## config.mk

```make
export PLATFORM = sky130hd
export DESIGN_NAME = seg_scan_driver_flat
export DESIGN_NICKNAME = d
export VERILOG_FILES = /design/src/rtl/seg_display_pkg.sv /design/src/rtl/seg_scan_if.sv /design/src/rtl/seg_scan_driver_bcd_to_seg7.sv /design/src/rtl/seg_scan_driver.sv /design/src/flat_wrapper.sv
export SDC_FILE = /design/constraint.sdc
export NUM_CORES = 1
export LEC_CHECK = 0
export CORE_UTILIZATION = 50
export CTS_CLUSTER_SIZE = 40
export DETAILED_ROUTE_END_ITERATION = 8
export PLACE_DENSITY_LB_ADDON = 0.12
export SYNTH_ARGS = -nofsm -noshare
export SYNTH_HDL_FRONTEND = slang
export SYNTH_SLANG_ARGS = --single-unit
```

## constraint.sdc

```tcl
create_clock -name clk -period 2.18 [get_ports clk]
set_input_delay 0.327 -clock clk [delete_from_list [all_inputs] [get_ports clk]]
set_output_delay 0.327 -clock clk [all_outputs]
set_load 0.1 [all_outputs]
```

## src/rtl/seg_display_pkg.sv

```systemverilog
// Shared types and constants for the multiplexed 7-segment display driver.
// Glyphs are active-high {g,f,e,d,c,b,a}.
package seg_display_pkg;

  typedef logic [6:0] seg7_t;

  localparam seg7_t SEG_BLANK = 7'h00;

  localparam seg7_t GLYPHS [10] = '{
    7'h3F, 7'h06, 7'h5B, 7'h4F, 7'h66,
    7'h6D, 7'h7D, 7'h07, 7'h7F, 7'h6F
  };

  // Bits needed to hold a count of 0..n-1; never less than one bit.
  function automatic int cnt_width(input int n);
    return (n <= 2) ? 1 : $clog2(n);
  endfunction

endpackage

```

## src/rtl/seg_scan_if.sv

```systemverilog
// Bundle of data-load, display-control and display-pin signals for seg_scan_driver.
interface seg_scan_if #(
  parameter int NUM_DIGITS = 4
);
  import seg_display_pkg::*;

  // Load handshake: a one-cycle load strobe captures bcd_in/dp_in into the
  // pending buffer (latest strobe wins). There is no ready; load_ack pulses
  // for one cycle when that pending data is promoted to the display at a
  // frame boundary.
  logic [4*NUM_DIGITS-1:0] bcd_in;
  logic [NUM_DIGITS-1:0]   dp_in;
  logic                    load;
  logic                    load_ack;
  logic [NUM_DIGITS-1:0]   blink_mask;
  logic                    lz_blank;
  seg7_t                   seg;
  logic                    dp;
  logic [NUM_DIGITS-1:0]   an;

  modport master (
    output bcd_in, dp_in, load, blink_mask, lz_blank,
    input  load_ack, seg, dp, an
  );

  modport slave (
    input  bcd_in, dp_in, load, blink_mask, lz_blank,
    output load_ack, seg, dp, an
  );

endinterface

```

## src/rtl/seg_scan_driver_bcd_to_seg7.sv

```systemverilog
// Combinational BCD to active-high 7-segment glyph; codes 10-15 show blank.
module bcd_to_seg7
  import seg_display_pkg::*;
(
  input  logic [3:0] bcd,
  output seg7_t      glyph
);

  always_comb begin
    glyph = SEG_BLANK;
    if (bcd <= 4'd9) glyph = GLYPHS[bcd];
  end

endmodule

```

## src/rtl/seg_scan_driver.sv

```systemverilog
// Multiplexed common-anode 7-segment driver with double-buffered loading,
// blank gap between digits, blink, decimal points and leading-zero suppression.
module seg_scan_driver
  import seg_display_pkg::*;
#(
  parameter int NUM_DIGITS   = 4,
  parameter int CLK_HZ       = 100_000_000,
  parameter int SCAN_HZ      = 4000,
  parameter int BLINK_HZ     = 1,
  parameter int BLANK_CYCLES = 4,
  parameter int ACTIVE_LOW   = 1
) (
  input logic       clk,
  input logic       rst_n,
  seg_scan_if.slave bus
);

  localparam int SCAN_DIV  = CLK_HZ / SCAN_HZ;
  localparam int BLINK_DIV = CLK_HZ / (2 * BLINK_HZ);
  localparam int IDX_W     = cnt_width(NUM_DIGITS);
  localparam int SCAN_W    = cnt_width(SCAN_DIV);
  localparam int BLINK_W   = cnt_width(BLINK_DIV);
  localparam int BLANK_W   = cnt_width(BLANK_CYCLES + 1);
  localparam logic [IDX_W-1:0] LAST_IDX = IDX_W'(NUM_DIGITS - 1);
  localparam logic POL = (ACTIVE_LOW != 0);

  logic [SCAN_W-1:0]       scan_cnt;
  logic [BLINK_W-1:0]      blink_cnt;
  logic                    blink_phase;
  logic [IDX_W-1:0]        idx;
  logic [BLANK_W-1:0]      blank_cnt;
  logic [4*NUM_DIGITS-1:0] act_bcd, pend_bcd;
  logic [NUM_DIGITS-1:0]   act_dp, pend_dp;
  logic                    pend_valid;
  logic                    load_ack_q;
  logic [NUM_DIGITS-1:0]   an_q;
  seg7_t                   seg_q;
  logic                    dp_q;

  logic                    tick, frame_end;
  logic [3:0]              cur_bcd;
  logic                    cur_dp, lz_sup, blink_off, dp_n;
  logic [NUM_DIGITS-1:0]   an_n, zero_from;
  seg7_t                   glyph, seg_n;

  assign tick      = (scan_cnt == SCAN_W'(SCAN_DIV - 1));
  assign frame_end = tick && (idx == LAST_IDX);

  // zero_from[i]: digit i and every digit above it hold zero.
  always_comb begin
    zero_from = '0;
    zero_from[NUM_DIGITS-1] = (act_bcd[4*NUM_DIGITS-1 -: 4] == 4'd0);
    for (int i = NUM_DIGITS - 2; i >= 0; i--)
      zero_from[i] = zero_from[i+1] && (act_bcd[4*i +: 4] == 4'd0);
  end

  always_comb begin
    cur_bcd   = '0;
    cur_dp    = 1'b0;
    lz_sup    = 1'b0;
    blink_off = 1'b0;
    an_n      = '0;
    for (int i = 0; i < NUM_DIGITS; i++) begin
      if (idx == IDX_W'(i)) begin
        cur_bcd   = act_bcd[4*i +: 4];
        cur_dp    = act_dp[i];
        lz_sup    = bus.lz_blank && (i != 0) && zero_from[i];
        blink_off = blink_phase && bus.blink_mask[i];
        an_n[i]   = (blank_cnt == '0);
      end
    end
  end

  bcd_to_seg7 u_dec (
    .bcd   (cur_bcd),
    .glyph (glyph)
  );

  // Blink overrides everything; a zero-suppressed digit still shows its dp.
  always_comb begin
    seg_n = (blink_off || lz_sup) ? SEG_BLANK : glyph;
    dp_n  = blink_off ? 1'b0 : cur_dp;
  end

  always_ff @(posedge clk) begin
    if (!rst_n) begin
      scan_cnt    <= '0;
      blink_cnt   <= '0;
      blink_phase <= 1'b0;
      idx         <= '0;
      blank_cnt   <= '0;
      act_bcd     <= '0;
      act_dp      <= '0;
      pend_bcd    <= '0;
      pend_dp     <= '0;
      pend_valid  <= 1'b0;
      load_ack_q  <= 1'b0;
      an_q        <= {NUM_DIGITS{POL}};
      seg_q       <= {7{POL}};
      dp_q        <= POL;
    end else begin
      scan_cnt <= tick ? '0 : scan_cnt + 1'b1;

      if (blink_cnt == BLINK_W'(BLINK_DIV - 1)) begin
        blink_cnt   <= '0;
        blink_phase <= ~blink_phase;
      end else begin
        blink_cnt <= blink_cnt + 1'b1;
      end

      if (tick) begin
        idx       <= (idx == LAST_IDX) ? '0 : idx + 1'b1;
        blank_cnt <= BLANK_W'(BLANK_CYCLES);
      end else if (blank_cnt != '0) begin
        blank_cnt <= blank_cnt - 1'b1;
      end

      // A load landing on the boundary cycle replaces any pending data and
      // waits for the next boundary instead of being promoted now.
      load_ack_q <= 1'b0;
      if (bus.load) begin
        pend_bcd   <= bus.bcd_in;
        pend_dp    <= bus.dp_in;
        pend_valid <= 1'b1;
      end else if (frame_end && pend_valid) begin
        act_bcd    <= pend_bcd;
        act_dp     <= pend_dp;
        pend_valid <= 1'b0;
        load_ack_q <= 1'b1;
      end

      an_q  <= an_n ^ {NUM_DIGITS{POL}};
      seg_q <= seg_n ^ {7{POL}};
      dp_q  <= dp_n ^ POL;
    end
  end

  assign bus.load_ack = load_ack_q;
  assign bus.an       = an_q;
  assign bus.seg      = seg_q;
  assign bus.dp       = dp_q;

endmodule
```

## src/flat_wrapper.sv

```systemverilog
// flat-port wrapper written by rule: the top's interface ports become plain ports
module seg_scan_driver_flat import seg_display_pkg::*;
#(
  parameter int NUM_DIGITS   = 4,
  parameter int CLK_HZ       = 100_000_000,
  parameter int SCAN_HZ      = 4000,
  parameter int BLINK_HZ     = 1,
  parameter int BLANK_CYCLES = 4,
  parameter int ACTIVE_LOW   = 1
)
  (clk, rst_n, bus_bcd_in, bus_dp_in, bus_load, bus_blink_mask, bus_lz_blank, bus_load_ack, bus_seg, bus_dp, bus_an);
  seg_scan_if #(.NUM_DIGITS(NUM_DIGITS)) bus_i ();
  input logic clk;
  input logic rst_n;
  input wire logic [$bits(bus_i.bcd_in)-1:0] bus_bcd_in;
  input wire logic [$bits(bus_i.dp_in)-1:0] bus_dp_in;
  input wire logic [$bits(bus_i.load)-1:0] bus_load;
  input wire logic [$bits(bus_i.blink_mask)-1:0] bus_blink_mask;
  input wire logic [$bits(bus_i.lz_blank)-1:0] bus_lz_blank;
  output wire logic [$bits(bus_i.load_ack)-1:0] bus_load_ack;
  output wire logic [$bits(bus_i.seg)-1:0] bus_seg;
  output wire logic [$bits(bus_i.dp)-1:0] bus_dp;
  output wire logic [$bits(bus_i.an)-1:0] bus_an;
  assign bus_i.bcd_in = bus_bcd_in;
  assign bus_i.dp_in = bus_dp_in;
  assign bus_i.load = bus_load;
  assign bus_i.blink_mask = bus_blink_mask;
  assign bus_i.lz_blank = bus_lz_blank;
  assign bus_load_ack = bus_i.load_ack;
  assign bus_seg = bus_i.seg;
  assign bus_dp = bus_i.dp;
  assign bus_an = bus_i.an;
  seg_scan_driver #(.NUM_DIGITS(NUM_DIGITS), .CLK_HZ(CLK_HZ), .SCAN_HZ(SCAN_HZ), .BLINK_HZ(BLINK_HZ), .BLANK_CYCLES(BLANK_CYCLES), .ACTIVE_LOW(ACTIVE_LOW)) u_core (.clk(clk), .rst_n(rst_n), .bus(bus_i));
endmodule
```

==> reports/metrics.cfg, run 1 <==
[power_and_ir_drop]
power_mw = 3.376
p_sw_share_pct = 25.96
seq_power_share_pct = 57.4
p_int_mw = 2.500
p_switching_mw = 0.8766
pwr-share-clk_pct = 31.4
powerDensity_nw_per_um2 = 673.6
p_leak_nw = 1.849
combPwrFrac_pct = 11.2
irDropWorstVdd_v = 0.0004286

[hold_path]
hold_class = flip-flop to flip-flop

[cts]
cts_buffers = 9
cts_tree = built
cts-root-buf = clkbuf_8
cts.path.max_buffers = 2
cts.clk_slew.worst_paths_ns = 0.09
htree_levels = 3
cts_hold_buf = 0
cts.sinks = 101
insertion_delay_ns = 0.35
post_cts_buffers = 0

[setup_path]
startpoint_type = flip-flop
critPathMaxFanout = 14
critPathArrivalTime_ns = 2.32
crit_type = flip-flop to flip-flop
cp.required_ns = 2.43
cp-end-kind = flip-flop

[final_layout]
final_cells = 645
area_growth_pct = 16.42
nets = 575
fill_cells = 765
antenna_cells = 0
layout-drive-gt1-share_pct = 10.37
stdcell_area_sq_um = 5012

[route]
first_pass_iters = 4
first_iter_violations = 115
drc_errors = 0
wire_per_inst_um = 13.16
finalWirelength_um = 8490
ant_nets = 0
via_count = 3388
avgViaCountPerCell = 5.253

[timing]
final.setup_skew_ns = 0.006374
fmax_mhz = 485.0
finalCritPeriodShare_pct = 94.58
worst_pin_slew_ns = 0.5320
period_minus_slack_ns = 2.062
setup_violations = 0
hold_ws_ns = 0.4553
relSlewSlack_pct = 64.20
drv_slew = 0
finalHoldViolCount = 0

[synthesis]
syn_avg_cell_area_sq_um = 8.751
yosysMostFrequentCell = dfxtp_1
synth_cell_types = 45
async_flop_share_pct = 0
synth_area_leaders = dfxtp_1 47%, nor2_1 6.7%, nand2_1 5.8%, mux2i_1 5.1%, xnor2_1 4.3%
synth_top_area_share_pct = 46.96
synthTopCellsByCount = 101 x dfxtp_1, 77 x nor2_1, 66 x nand2_1
synth_edf_count = 0
yosysWarnings = 0
synth_nets = 532
synth-main-ff-cell = dfxtp_1
seq_area_frac_synth_pct = 46.96
synth_area_sq_um = 4305
syn_inst = 492
yosysTopAreaCell = dfxtp_1
ys_seq_elements = 101

[floorplanning]
start_util_pct = 52.14
die_x_um = 94.80
fp.dieArea_sq_um = 8986
die_h_um = 94.80
core_sq_um = 8258
num_io_pins = 41
num_rows = 33

[grt]
grtUsageTotal_pct = 20.13
grt_max_degree = 31
grt_pass1_wl_um = 14260
grt-ovfl-total = 0
antenna_found_initial = 0
grt_pass1_vias = 3074

[place]
detailed_place_hpwl_um = 6067
numPortBuffers = 40
place_inst = 629
place.gp.congestion = 0.8536
placed_cell_area_sq_um = 4805

[flow_run]
max-cap-violations = 0

[outcome]
status = complete, no violations

[kinds of logic after synthesis]
family | count (synthesis) | synth area share, %
multiplexers | 22 | 5.115
XOR/XNOR | 35 | 7.120
adder cells (fa/ha/maj) | 12 | 3.487
flip-flops | 101 | 46.96
AO/OA/AOI/OAI | 54 | 7.702
AND/OR/NAND/NOR | 230 | 25.57
buffers and inverters | 38 | 4.039
[final timing paths]
check                            from            endpoint  slack (ns)  depth (start not counted)
hold reg to reg   u_core.pend_bcd[15]  u_core.act_bcd[15]        0.46                          2
setup / recovery        u_core.idx[1]   u_core.bus.seg[5]        0.12                          7
hold / removal    u_core.pend_bcd[15]  u_core.act_bcd[15]        0.46                          2
setup reg to reg        u_core.idx[1]   u_core.bus.seg[5]        0.12                          7
[sequential cells by signal (all words and copies together) (netlist names)]
signal / cells
u_core.pend_valid: 1
u_core.blink_cnt: 26
u_core.blank_cnt: 3
u_core.bus.an: 4
u_core.blink_phase: 1
u_core.act_bcd: 16
u_core.bus.load_ack: 1
u_core.idx: 2
u_core.scan_cnt: 15
u_core.pend_dp: 4
u_core.bus.dp: 1
u_core.act_dp: 4
u_core.bus.seg: 7
u_core.pend_bcd: 16
[final cells by class]
cell class	count	area (sq um)	share of cell area (%)
Multi-Input combinational cell	353	2145	42.79
Sequential cell	101	2023	40.36
Timing Repair Buffer	55	480.5	9.586
Clock buffer	11	141.4	2.821
Tap cell	105	131.4	2.621
Inverter	15	56.30	1.123
Clock inverter	5	35.03	0.6990
[metrics by stage]
| stage | setup slack, ns | utilization [%] | setup TNS (ns) |
|---|---|---|---|
| floorplan | 0.04515 | - | 0 |
| global placement | 0.1156 | 58.18 | 0 |
| detailed placement | 0.01489 | 58.18 | 0 |
| CTS | 0.02591 | 60.35 | 0 |
| global route | -0.02069 | 60.70 | -0.02069 |
| finish | 0.1181 | 60.70 | 0 |
[metal layers]
metal | global-route usage, % | routed length, um | vias up | share of wire, %
li1 | - | - | 1755 | -
met1 | 28.23 | 4370 | 1581 | 51
met2 | 30.88 | 3789 | 50 | 45
met3 | 4.509 | 300 | 2 | 3.5
met4 | 5.682 | 30 | 0 | 0.35
met5 | 0 | 0 | - | 0
[critical path, cell delays in order (launching register included)]
cell      delay [ns]
dfxtp_1         0.39
inv_1           0.08
ha_2            0.26
nand3b_1        0.20
a311o_1         0.41
a21boi_0        0.39
nor3_2          0.13
o311ai_0        0.10
[power by group through the flow]
stage	Sequential, mW	Clock (mW)	Combinational [mW]
2_1_floorplan	2.06	0	0.185
3_3_place_gp	1.98	0	0.367
3_5_place_dp	1.98	0	0.376
4_1_cts	1.94	1.11	0.378
5_1_grt	1.95	1.18	0.415
6_report	1.94	1.06	0.377
[layout by cell type, fill, tap and decap left out, drive strengths merged, types with 2 or more instances in the layout]
cell and instances:
buf 28, nand4 9, nor3 9, o311ai 4, inv 16, xor2 14, xnor2 21, nor3b 3
nor4b 2, nand3 22, nor4 7, ha 12, and3 5, a21oi 29, mux2i 22, clkbuf 11
nand3b 4, dfxtp 101, and4 7, clkinv 3, nand2 67, o211ai 3, and2 2, nor2 77
a21boi 2, nor2b 4, nand2b 5, or3 3, a211oi 3, clkdlybuf4s50 27, o21ai 6, nor4bb 3
[timing repair]
item,4_1_cts,5_1_grt
gates resized for setup,1,10
hold endpoints to repair,0,0
pin swaps,0,1
endpoints found under the setup margin,1,27
Power figures use the tool's default switching activity.
==> inputs of run 2 (changes only) <==
GPL_ROUTABILITY_DRIVEN = 0   (was default)
==> results of run 2 <==
The final DEF is identical to that of run 1; final timing and power are the same.
==> inputs of run 3 (changes only) <==
SLEW_MARGIN = 20   (was default)
SYNTH_HIERARCHICAL = 1   (was default)
==> reports/metrics.cfg, run 3 <==
[final_layout]
final_cell_mix = 99 x dfxtp_1, 53 x nor2_1, 46 x a21oi_1, 36 x buf_4, 35 x nand3_1
largest_reg_flops = 26
area_growth_pct = 19.44
nets = 599
antenna_cells = 0
largest-register = u_core/blink_cnt
layout-drive-gt1-share_pct = 15.51
mostFrequentLayoutCell = dfxtp_1
stdcell_area_sq_um = 5366
reg_top3 = u_core/blink_cnt x26, u_core/act_bcd x16, u_core/pend_bcd x16
final_cells = 669
utilization_pct = 61.54

[grt]
grt_max_degree = 49
grt_pass1_vias = 3509
grtUsageTotal_pct = 20.72
grt-ovfl-total = 0
antenna_found_initial = 0
grt_pass1_wl_um = 16130

[setup_path]
cp.buffers_inverters = 3
crit_path_cell_trace = inv_4, ha_4, buf_4, nand2_1, a21oi_1, a21oi_1, o21ai_1, buf_4, nor2_1, a211oi_2, o211ai_1
critPathMaxFanout = 9
crit_type = flip-flop to flip-flop
cp-end-kind = flip-flop
cp_slowest_cell = dfxtp_4
slowest_delay_ns = 0.37
critPathArrivalTime_ns = 2.32
cp.required_ns = 2.40
crit_family = compound AO/OA/AOI/OAI gates
startpoint_type = flip-flop

[synthesis]
synth_top_area_share_pct = 45.00
synth_area_sq_um = 4493
seq_area_frac_synth_pct = 45.00
yosysWarnings = 6
synth_nets = 555
synth_fa_ha_area_share_pct = 4.177
muxShareOfSynthArea_pct = 4.678
synth-main-ff-cell = dfxtp_1
ys_seq_elements = 101
synth_area_leaders = dfxtp_1 45%, a21oi_1 5.6%, mux2i_1 4.7%, nor2_1 4.5%, ha_1 4.2%
synth_cell_types = 49
synthSimpleGateAreaFrac_pct = 22.86
synthTopCellsByCount = 101 x dfxtp_1, 54 x nor2_1, 50 x a21oi_1
async_flop_share_pct = 0
syn_avg_cell_area_sq_um = 8.776
yosys.area_share.xor_xnor_pct = 4.483
synth_edf_count = 0
synth_top_family_by_area = simple AND/OR/NAND/NOR gates
yosysTopAreaCell = dfxtp_1
syn_inst = 512
yosysMostFrequentCell = dfxtp_1
synth-compound-area-share_pct = 14.56

[cts]
htree_levels = 3
cts.path.max_buffers = 2
cts.sinks = 101
cts_tree = built
cts.clk_slew.worst_paths_ns = 0.09
cts_buffers = 9
insertion_delay_ns = 0.37
cts-root-buf = clkbuf_8
cts_hold_buf = 0

[timing]
finalCritPeriodShare_pct = 96.30
finalHoldViolCount = 0
setup_tns_ns = 0
relSlewSlack_pct = 59.84
rsz0062_at_grt = yes
worst_pin_slew_ns = 0.6024
setup_violations = 0
final.setup_skew_ns = 0.01365
drv_slew = 0
fmax_mhz = 476.3
finalWorstSetupSlack_ns = 0.08062
period_minus_slack_ns = 2.099
hold_ws_ns = 0.4665

[route]
avgViaCountPerCell = 5.638
via_count = 3772
finalWirelength_um = 9491
first_pass_iters = 4
drc_errors = 0
ant_nets = 0
wire_per_inst_um = 14.19
first_iter_violations = 171

[floorplanning]
die_x_um = 96.80
num_io_pins = 41
start_util_pct = 51.52
fp.dieArea_sq_um = 9369
core_sq_um = 8721
die_h_um = 96.80
num_rows = 34

[place]
numPortBuffers = 40
detailed_place_hpwl_um = 6660
place_inst = 649
place_worst_setup_slack_ns = -0.09623
placed_cell_area_sq_um = 5035

[outcome]
status = complete, no violations

[power_and_ir_drop]
irDropWorstVdd_v = 0.0003548
p_leak_nw = 1.932
power_mw = 3.530
powerDensity_nw_per_um2 = 657.8

[hold_path]
hold_class = flip-flop to flip-flop

[flow_run]
max-cap-violations = 0

run 3: cell types whose count changed in the layout (fill, tap and decap cells not counted), sizes merged, moves of 8 or more:
| cell | previous run | this run |
|---|---|---|
| xnor2 | 21 | 10 |
| nor2 | 77 | 54 |
| buf | 28 | 38 |
| o21ai | 6 | 35 |
| nand3 | 22 | 36 |
| nand2 | 67 | 29 |
| or3 | 3 | 11 |
| a21oi | 29 | 50 |
run 3: timing repair:
| item | CTS | global route |
|---|---|---|
| buffers inserted | 0 | 4 |
| gates resized for setup | 5 | 22 |
| endpoints found under the hold margin | 0 | 0 |
| pin swaps | 0 | 8 |
| endpoints found under the setup margin | 4 | 7 |
run 3: routing by layer:
metal / global-route usage, % / part of all wire [%] / vias to the layer above
met5: 0 / 0 / -
met4: 6.429 / 1.4 / 0
met3: 5.780 / 4.1 / 17
met2: 32.39 / 46 / 67
met1: 27.78 / 48 / 1763
li1: - / - / 1925
run 3: final timing paths:
kind | start | end | slack (ns) | cells after the start
worst min-delay path | u_core/blink_cnt[0] | u_core/blink_cnt[0] | 0.47 | 1
worst max-delay path | u_core/idx[1] | u_core/bus.seg[0] | 0.08 | 11
worst min register to register | u_core/blink_cnt[0] | u_core/blink_cnt[0] | 0.47 | 1
worst max register to register | u_core/idx[1] | u_core/bus.seg[0] | 0.08 | 11
run 3: cell type report:
class,instances,area (sq um)
Fill cell,764,3354
Multi-Input combinational cell,366,2381
Sequential cell,101,2029
Timing Repair Buffer,65,563.0
Clock buffer,10,137.6
Tap cell,108,135.1
Clock inverter,6,68.82
Inverter,13,51.30
run 3: worst reg2reg max path, cell delays in order (launching register included):
cell      delay, ns
dfxtp_4        0.37
inv_4          0.07
ha_4           0.16
buf_4          0.16
nand2_1        0.06
a21oi_1        0.14
a21oi_1        0.07
o21ai_1        0.30
buf_4          0.23
nor2_1         0.06
a211oi_2       0.21
o211ai_1       0.12
run 3: report_power, final:
part | internal, mW | switching [mW] | total (mW)
sequential | 1.90 | 0.0329 | 1.93
combinational | 0.145 | 0.226 | 0.371
clock | 0.570 | 0.654 | 1.22
total | 2.62 | 0.913 | 3.53
run 3: kinds of logic after synthesis:
group,Yosys count
fa+ha+maj,15
mux,21
buf+inv,45
xor+xnor,23
flops,101
simple gates,193
compound gates,114
